<file path="src/rtl/imm_gen_pkg.sv">
// Shared constants for the immediate/branch pipeline: mode and modifier encodings,
// default widths.
package imm_gen_pkg;

    localparam int unsigned XLEN_DEF  = 32;
    localparam int unsigned IMM_W_DEF = 18;
    localparam int unsigned OFF_W_DEF = 27;
    localparam int unsigned INSN_W    = 32;
    localparam int unsigned IMM16_W   = 16;

    localparam logic MODE_LEGACY = 1'b0;
    localparam logic MODE_MOD    = 1'b1;

    typedef enum logic [1:0] {
        MOD_DEFAULT = 2'b00,
        MOD_U       = 2'b01,
        MOD_H       = 2'b10,
        MOD_RSVD    = 2'b11
    } mod_e;

endpackage

</file>
<file path="src/rtl/imm_branch_pipe_if.sv">
// Handshake and payload bundle for imm_branch_pipe. Optional target_ovf is present
// only when IMMGEN_OVERFLOW_CHECK_EN is defined.
interface imm_branch_pipe_if #(
    parameter int unsigned XLEN = imm_gen_pkg::XLEN_DEF
);
    logic                           in_valid;
    logic                           in_ready;
    logic [XLEN-1:0]                pc;
    logic [imm_gen_pkg::INSN_W-1:0] instruction;
    logic                           mode;
    logic                           flush;
    logic                           out_valid;
    logic                           out_ready;
    logic [XLEN-1:0]                immx;
    logic [XLEN-1:0]                branch_target;
    logic [XLEN-1:0]                ret_addr;
`ifdef IMMGEN_OVERFLOW_CHECK_EN
    logic                           target_ovf;
`endif

    modport master (
        output in_valid, pc, instruction, mode, flush, out_ready,
`ifdef IMMGEN_OVERFLOW_CHECK_EN
        input  target_ovf,
`endif
        input  in_ready, out_valid, immx, branch_target, ret_addr
    );

    modport slave (
        input  in_valid, pc, instruction, mode, flush, out_ready,
`ifdef IMMGEN_OVERFLOW_CHECK_EN
        output target_ovf,
`endif
        output in_ready, out_valid, immx, branch_target, ret_addr
    );

endinterface

</file>
<file path="src/rtl/imm_extend.sv">
// Combinational immediate extender: legacy IMM_W-bit sign-extend or 16-bit
// modifier-driven decode (signed / unsigned / high-half).
module imm_extend
    import imm_gen_pkg::*;
#(
    parameter int unsigned XLEN  = XLEN_DEF,
    parameter int unsigned IMM_W = IMM_W_DEF
) (
    input  logic [INSN_W-1:0] instruction,
    input  logic              mode,
    output logic [XLEN-1:0]   immx_c
);

    logic [IMM16_W-1:0] imm16_c;
    mod_e               mod_c;
    logic               unused_insn_c;

    assign imm16_c       = instruction[IMM16_W-1:0];
    assign mod_c         = mod_e'(instruction[17:16]);
    assign unused_insn_c = ^instruction;

    always_comb begin
        immx_c = XLEN'($signed(imm16_c));
        if (mode == MODE_LEGACY) begin
            immx_c = XLEN'($signed(instruction[IMM_W-1:0]));
        end else begin
            unique case (mod_c)
                MOD_U:   immx_c = XLEN'(imm16_c);
                MOD_H:   immx_c = XLEN'({imm16_c, 16'h0000});
                default: immx_c = XLEN'($signed(imm16_c));
            endcase
        end
    end

endmodule

</file>
<file path="src/rtl/imm_branch_pipe.sv">
// Two-stage immediate-extend / branch-target pipeline with valid-ready flow control
// and flush. Define IMMGEN_OVERFLOW_CHECK_EN to add the registered target_ovf flag.
module imm_branch_pipe
    import imm_gen_pkg::*;
#(
    parameter int unsigned XLEN  = XLEN_DEF,
    parameter int unsigned IMM_W = IMM_W_DEF,
    parameter int unsigned OFF_W = OFF_W_DEF
) (
    input  logic              clk,
    input  logic              rst,
    imm_branch_pipe_if.slave  bus
);

    logic             s1_valid;
    logic [XLEN-1:0]  s1_pc;
    logic [XLEN-1:0]  s1_immx;
    logic [OFF_W-1:0] s1_off;

    logic [XLEN-1:0]  immx_c;
    logic             s2_ready_c;
    logic             s1_move_c;
    logic             accept_c;
    logic [XLEN-1:0]  target_c;
    logic [XLEN-1:0]  ret_c;

    imm_extend #(
        .XLEN  (XLEN),
        .IMM_W (IMM_W)
    ) u_extend (
        .instruction (bus.instruction),
        .mode        (bus.mode),
        .immx_c      (immx_c)
    );

    // in_ready reads 1 during flush since any offered entry is simply dropped
    assign s2_ready_c   = !bus.out_valid || bus.out_ready;
    assign s1_move_c    = s1_valid && s2_ready_c;
    assign bus.in_ready = bus.flush || !s1_valid || s1_move_c;
    assign accept_c     = bus.in_valid && bus.in_ready && !bus.flush;

    assign target_c = s1_pc + (XLEN'($signed(s1_off)) << 2);
    assign ret_c    = s1_pc + XLEN'(4);

    // S1: extended immediate, pc and raw offset field
    always_ff @(posedge clk) begin
        if (rst) begin
            s1_valid <= 1'b0;
            s1_pc    <= '0;
            s1_immx  <= '0;
            s1_off   <= '0;
        end else if (bus.flush) begin
            s1_valid <= 1'b0;
        end else if (accept_c) begin
            s1_valid <= 1'b1;
            s1_pc    <= bus.pc;
            s1_immx  <= immx_c;
            s1_off   <= bus.instruction[OFF_W-1:0];
        end else if (s1_move_c) begin
            s1_valid <= 1'b0;
        end
    end

    // S2: registered results, held while the consumer stalls
    always_ff @(posedge clk) begin
        if (rst) begin
            bus.out_valid     <= 1'b0;
            bus.immx          <= '0;
            bus.branch_target <= '0;
            bus.ret_addr      <= '0;
        end else if (bus.flush) begin
            bus.out_valid <= 1'b0;
        end else if (s1_move_c) begin
            bus.out_valid     <= 1'b1;
            bus.immx          <= s1_immx;
            bus.branch_target <= target_c;
            bus.ret_addr      <= ret_c;
        end else if (bus.out_ready) begin
            bus.out_valid <= 1'b0;
        end
    end

`ifdef IMMGEN_OVERFLOW_CHECK_EN
    localparam int unsigned EXT_W = XLEN + 2;
    localparam int unsigned RET_W = XLEN + 1;

    logic [EXT_W-1:0] tgt_wide_c;
    logic [RET_W-1:0] ret_wide_c;
    logic             ovf_c;

    // Top two bits of the widened signed sum flag both wrap directions
    assign tgt_wide_c = {2'b00, s1_pc} + (EXT_W'($signed(s1_off)) << 2);
    assign ret_wide_c = {1'b0, s1_pc} + RET_W'(4);
    assign ovf_c      = tgt_wide_c[EXT_W-1] || tgt_wide_c[EXT_W-2] || ret_wide_c[RET_W-1];

    always_ff @(posedge clk) begin
        if (rst) begin
            bus.target_ovf <= 1'b0;
        end else if (!bus.flush && s1_move_c) begin
            bus.target_ovf <= ovf_c;
        end
    end
`endif

endmodule

</file>
<file path="src/flat_wrapper.sv">
// flat-port wrapper written by rule: the top's interface ports become plain ports
module imm_branch_pipe_flat import imm_gen_pkg::*;
#(
    parameter int unsigned XLEN  = XLEN_DEF,
    parameter int unsigned IMM_W = IMM_W_DEF,
    parameter int unsigned OFF_W = OFF_W_DEF
)
  (clk, rst, bus_in_valid, bus_pc, bus_instruction, bus_mode, bus_flush, bus_out_ready, bus_in_ready, bus_out_valid, bus_immx, bus_branch_target, bus_ret_addr);
  imm_branch_pipe_if #(.XLEN(XLEN)) bus_i ();
  input  logic clk;
  input  logic rst;
  input wire logic [$bits(bus_i.in_valid)-1:0] bus_in_valid;
  input wire logic [$bits(bus_i.pc)-1:0] bus_pc;
  input wire logic [$bits(bus_i.instruction)-1:0] bus_instruction;
  input wire logic [$bits(bus_i.mode)-1:0] bus_mode;
  input wire logic [$bits(bus_i.flush)-1:0] bus_flush;
  input wire logic [$bits(bus_i.out_ready)-1:0] bus_out_ready;
  output wire logic [$bits(bus_i.in_ready)-1:0] bus_in_ready;
  output wire logic [$bits(bus_i.out_valid)-1:0] bus_out_valid;
  output wire logic [$bits(bus_i.immx)-1:0] bus_immx;
  output wire logic [$bits(bus_i.branch_target)-1:0] bus_branch_target;
  output wire logic [$bits(bus_i.ret_addr)-1:0] bus_ret_addr;
  assign bus_i.in_valid = bus_in_valid;
  assign bus_i.pc = bus_pc;
  assign bus_i.instruction = bus_instruction;
  assign bus_i.mode = bus_mode;
  assign bus_i.flush = bus_flush;
  assign bus_i.out_ready = bus_out_ready;
  assign bus_in_ready = bus_i.in_ready;
  assign bus_out_valid = bus_i.out_valid;
  assign bus_immx = bus_i.immx;
  assign bus_branch_target = bus_i.branch_target;
  assign bus_ret_addr = bus_i.ret_addr;
  imm_branch_pipe #(.XLEN(XLEN), .IMM_W(IMM_W), .OFF_W(OFF_W)) u_core (.clk(clk), .rst(rst), .bus(bus_i));
endmodule
</file>
<file path="config.mk">
export PLATFORM = sky130hd
export DESIGN_NAME = imm_branch_pipe_flat
export DESIGN_NICKNAME = d
export VERILOG_FILES = /design/src/rtl/imm_gen_pkg.sv /design/src/rtl/imm_branch_pipe_if.sv /design/src/rtl/imm_extend.sv /design/src/rtl/imm_branch_pipe.sv /design/src/flat_wrapper.sv
export SDC_FILE = /design/constraint.sdc
export NUM_CORES = 1
export LEC_CHECK = 0
export ABC_AREA = 1
export BUFFER_PORTS_ARGS = -buffer_cell sky130_fd_sc_hd__buf_4
export CAP_MARGIN = 20
export CORE_MARGIN = 4
export CORE_UTILIZATION = 40
export DETAILED_ROUTE_END_ITERATION = 8
export GPL_TIMING_DRIVEN = 0
export SYNTH_ARGS = -nofsm -noshare
export SYNTH_HDL_FRONTEND = slang
export SYNTH_SLANG_ARGS = --single-unit
</file>
<file path="constraint.sdc">
create_clock -name clk -period 4.94 [get_ports clk]
set_input_delay 1.235 -clock clk [delete_from_list [all_inputs] [get_ports clk]]
set_output_delay 1.235 -clock clk [all_outputs]
set_load 0.02 [all_outputs]
</file>
### Yosys cells after proc, flatten, opt, wreduce, memory -nomap -nowiden

Index checks and enable logic that the tools add are counted.
W data, S select, Z words.

| word-level totals | value |
|---|---|
| logic and storage cells | 33 |
| input bits | 70 |
| flip-flop bits (word level) | 189 |

| operators by class | value |
|---|---|
| reduce and logical (&&, ||, !) cells | 14 |
| bitwise operators | 1 |
| $add $sub $neg | 2 |
| mux-type cells | 6 |
| eq/ne operators | 2 |

Operators with widths:

| operator | number |
|---|---|
| $pmux W32 S2 | 1 |
| $add A32 B3 Y32 const B | 1 |
| $add A32 B32 Y32 | 1 |
| $mux W32 | 1 |
| $mux W1 | 4 |
| $reduce_and A2 Y1 | 2 |
| $reduce_bool A2 Y1 | 2 |
| $logic_and A1 B1 Y1 | 3 |
| $logic_not A1 Y1 | 3 |
| $logic_or A1 B1 Y1 | 3 |
| $eq A2 B1 Y1 const B | 1 |
| $eq A2 B2 Y1 const B | 1 |
| $reduce_or A2 Y1 | 1 |
| $not A1 Y1 | 1 |

### Longest topological paths before layout

| depth | value |
|---|---|
| depth after elaboration | 7 |
| depth in mapped cells | 14 |

### By module

A second synthesis with hierarchy kept.

| second synthesis, totals | value |
|---|---|
| cells, all modules | 1575 |
| area total of the unflattened synthesis | 10035.9 um2 |

Modules (own cells, without submodules):

| module | cells an instance | instances | area an instance (um2) | sequential area each (um2) |
|---|---|---|---|---|
| imm_branch_pipe | 1464 | 1 | 9561.7 | 3743.6 |
| imm_extend | 111 | 1 | 474.2 | 0.0 |

### Least setup slack after synthesis

No wires, ideal clock.

| path | value |
|---|---|
| path kind | input to output |
| start | input port bus_out_ready |
| end | output port bus_in_ready |
| stages on the path | 3 |
| path slack | 1.948 ns |
| arrival | 1.757 ns |
| path through | nor2_2 -> nand2_1 -> or2_2 |

| between the ends | value |
|---|---|
| longest elaborated chain between the ends | 3 |

Ends and longest elaborated chain:

| element | line | RTL |
|---|---|---|
| start: declaration | flat_wrapper.sv:17 | `input wire logic [$bits(bus_i.out_ready)-1:0] bus_out_ready;` |
| $logic_or A1 B1 Y1 | imm_branch_pipe.sv:37 | `assign s2_ready_c = !bus.out_valid \|\| bus.out_ready;` |
| $logic_and A1 B1 Y1 | imm_branch_pipe.sv:38 | `assign s1_move_c = s1_valid && s2_ready_c;` |
| $logic_or A1 B1 Y1 | imm_branch_pipe.sv:39 | `assign bus.in_ready = bus.flush \|\| !s1_valid \|\| s1_move_c;` |
| end: declaration | flat_wrapper.sv:18 | `output wire logic [$bits(bus_i.in_ready)-1:0] bus_in_ready;` |

No other way between the ends.

### Final worst setup path

Same ends and word-level chain as after synthesis.

==> run metrics <==
Most common cell on crit path=buf_4; Warnings, synthesis=0; CP Capture Type=output port; crit path kind=in -> out; Final Hold Fails=0; RSZ-0062 raised after global routing=false; Post CTS Setup Buffer Count=0; combinational family with the most area after synthesis=simple AND/OR/NAND/NOR gates; DP Cell Count=1980; ANT cells=0; RD Place Congestion=0.975; sw frac=between 30% and 40%; CTS sink cnt=187; wire length per cell=16.6 um; max incr delay on CP=280 ps; sequential area share after synthesis=between 30% and 40%; routed vias/inst=between 4 and 5; CTS Buffer Depth=2; fmax=between 0.3 and 0.4 GHz; initial antenna violation count=1; Area Growth Syn to Fin=22.8%; number of remaining DRC errors=0; status=completed; relative slew slack=49.7%; synth top area cells=dfxtp_1, nand2_1, nor2_1, inv_1, o21ai_0; Die X=approximately 160 um; total I/O pin count=168; power share of the sequential group=a little under half; pwr dens=300 nW/um2; CTS tree=built; Hold/Removal Path Class=reg -> reg; HPWL Detailed=26400 um; Seq cells post-synth=187; Initial Utilization=roughly 40%; Slew Limit Fails=0; share of the synthesized area in the top cell type=38.2%; Synth Instances=between 1000 and 1500; critical path, cell by cell=buf_4 -> nor2_2 -> nand2_1 -> or2_2 -> buf_4; sum of buffers and inverters on the critical path=2; row cnt=57; Max-Cap Viols=0; core area=24200 um2; vias in the first global route=9385; fraction of layout cells with a size suffix above 1=14.3%; total CTS buffers=17; Max FO, Critical Path=3; final antenna-violating net count=0; Gate power share=13.9%; CTS-repair resized insts=0; Req. time, crit path=roughly 3700 ps; chip height=165 um; simple logic cell fraction of the synthesized area=29.8%; syn avg cell area=roughly 6.6 um2; CTS Hold Bufs=0; total power draw=3610 uW; GRT Util Overall=24.7%; first-pass GRT wire length=51600 um; Iter 0 DRT Violations=between 600 and 700; Pre-antenna DRT Iters=6; Mapped Nets=1599; CP max-delay cell=or2_2; switching pwr=around 1100 uW; CP startpoint kind=input port; # nets final=~1800; # setup viols final=0; Post-Layout Cell Count=2012; Fin Clk Skew=15.1 ps; Post-Synth Adder-Cell Area=4.29%; H-tree Lvls=4; xor/xnor share of the synthesized area=2.32%; Skew-Pair Late Insertion Delay=roughly 450 ps; PortBufs=160; Compound-Gate Fraction of Synth Area=14.4%; arrival time worst endpoint=2020 ps; Post-Route WL=33400 um; Cell variety after synth=41; largest net degree at the start of global routing=23; vias post-DR=~10000; synthesized cell area=9810 um2; Max VDD drop=0.188 mV; Die Area=27100 um2; Leak=0.00603 uW; period utilisation layout=65.9%; Clock Root Buffer=clkbuf_16; slew at the pin closest to its max-slew limit=between 700 and 800 ps; Setup TNS=0 ps; final instance area=12000 um2; clock-pin slew on the worst setup and hold paths=90 ps; grt ovf=0; Tmin final=around 3300 ps; CP delay by family, top=simple AND/OR/NAND/NOR gates; mux cell area share after synthesis=0%; clock share of power=between 40% and 50%; leading area contributor after synthesis=dfxtp_1; Int Power=between 2000 and 2500 uW; DP Area=around 11000 um2
placed cells by master, fill, tap and decap left out, types with 3 or more instances in the layout:
master / netlist / final
a221oi_1: 15 / 15
xor2_1: 23 / 23
o21bai_1: 5 / 5
inv_12: 0 / 4
clkbuf_16: 0 / 17
nor3_1: 10 / 10
inv_2: 3 / 3
a31oi_1: 3 / 3
nor2_2: 6 / 6
buf_4: 2 / 162
xnor2_1: 3 / 3
inv_1: 204 / 204
inv_6: 0 / 3
or2_2: 4 / 4
buf_1: 4 / 4
clkbuf_1: 35 / 35
nand2_1: 347 / 347
nand3_1: 84 / 84
a21oi_1: 97 / 97
ha_1: 32 / 32
o211ai_1: 9 / 9
dfxtp_1: 187 / 187
nor2_1: 240 / 240
clkinv_8: 0 / 5
buf_2: 24 / 24
nand4_1: 8 / 8
o21ai_1: 4 / 4
o21ai_0: 123 / 123
nor2_4: 3 / 3
registers in the layout (all words and copies together), names as in the netlist:
signal	flops
u_core.bus.branch_target	30
u_core.bus.immx	32
u_core.bus.out_valid	1
u_core.bus.ret_addr	32
u_core.s1_immx	32
u_core.s1_off	27
u_core.s1_pc	32
u_core.s1_valid	1
logic make-up after synthesis:
| group | after synthesis |
|---|---|
| AOI/OAI and AO/OA | 261 |
| adders and majority gates | 33 |
| and+or+nand+nor | 714 |
| buffers and inverters | 275 |
| xor gates and xnor gates | 26 |
| DFF | 187 |
final timing paths:
path	from	endpoint	slack (ps)	cells after the start
worst max register to register	u_core.s1_pc[2]	u_core.bus.branch_target[14]	2270	12
worst max-delay path	bus_out_ready	bus_in_ready	1690	5
worst min-delay path	u_core.s1_immx[22]	u_core.bus.immx[22]	460	2
worst min register to register	u_core.s1_immx[22]	u_core.bus.immx[22]	460	2
power by group through the flow:
stage	clock, uW	combinational (uW)	sequential (uW)
floorplan	0	272	1690
global placement	0	495	1680
detailed placement	0	499	1680
CTS	1490	501	1640
global route	1550	559	1650
finish	1470	501	1640
cell usage after synthesis:
| cell | count |
|---|---|
| or2_2 | 4 |
| nand2_4 | 1 |
| nor2_1 | 240 |
| a21o_1 | 2 |
| nand3_4 | 1 |
| nor2_2 | 6 |
| buf_4 | 2 |
| and3_1 | 1 |
| nor2_4 | 3 |
| dlygate4sd1_1 | 1 |
| o21bai_1 | 5 |
| buf_2 | 24 |
| o21ai_1 | 4 |
| ha_1 | 32 |
| a221oi_1 | 15 |
| nand4_1 | 8 |
| nor3_1 | 10 |
| xnor2_1 | 3 |
| nand2_2 | 1 |
| or3_1 | 1 |
| buf_1 | 4 |
| nand3_2 | 2 |
| fa_1 | 1 |
| clkbuf_2 | 2 |
| dfxtp_1 | 187 |
| o221ai_1 | 1 |
| inv_2 | 3 |
| o211ai_1 | 9 |
| a21oi_1 | 97 |
| nor3b_1 | 1 |
| or2_0 | 2 |
| nand3b_1 | 1 |
| nor3_2 | 1 |
| a31oi_1 | 3 |
| nand2_1 | 347 |
| inv_1 | 204 |
| o21ai_0 | 123 |
| clkbuf_1 | 35 |
| nand3_1 | 84 |
| a211oi_1 | 2 |
| xor2_1 | 23 |
worst reg2reg max path, cell delays in order, from the launching register on:
cell and delay (ps):
dfxtp_1 550, ha_1 340, inv_1 90, fa_1 420
inv_1 100, nand3_1 70, nand3_1 180, nand3_1 100
nand3_1 200, nor2_1 60, o21ai_0 370, nand2_1 90
inv_1 60
stage by stage:
| step | setup slack [ps] | hold slack [ps] | util (%) |
|---|---|---|---|
| after detailed placement | 1690 | 451 | 47.1 |
| after CTS | 1690 | 463 | 49.7 |
| final | 1690 | 459 | 49.7 |
| after global placement | 1700 | 444 | 47.1 |
| after floorplan | 1950 | 429 | - |
| after global routing | 1640 | 493 | 49.7 |
layout make-up:
type,count,area [um2]
fillers,2555,12200
inverters,207,777
clock buffers,17,425
multi-input cells,1034,4990
well taps,324,405
repair buffers,160,1200
clock inverters,15,204
flip-flops and latches,187,3740
plain buffers,68,300
metal layers:
layer / share of wire [%] / global-route usage [%]
met2: 47 / 40.4
met1: 44 / 32.9
met3: 6.7 / 4.97
met5: 0 / 0
met4: 2.3 / 7.45
No activity file was read; power rests on OpenSTA's default activity.
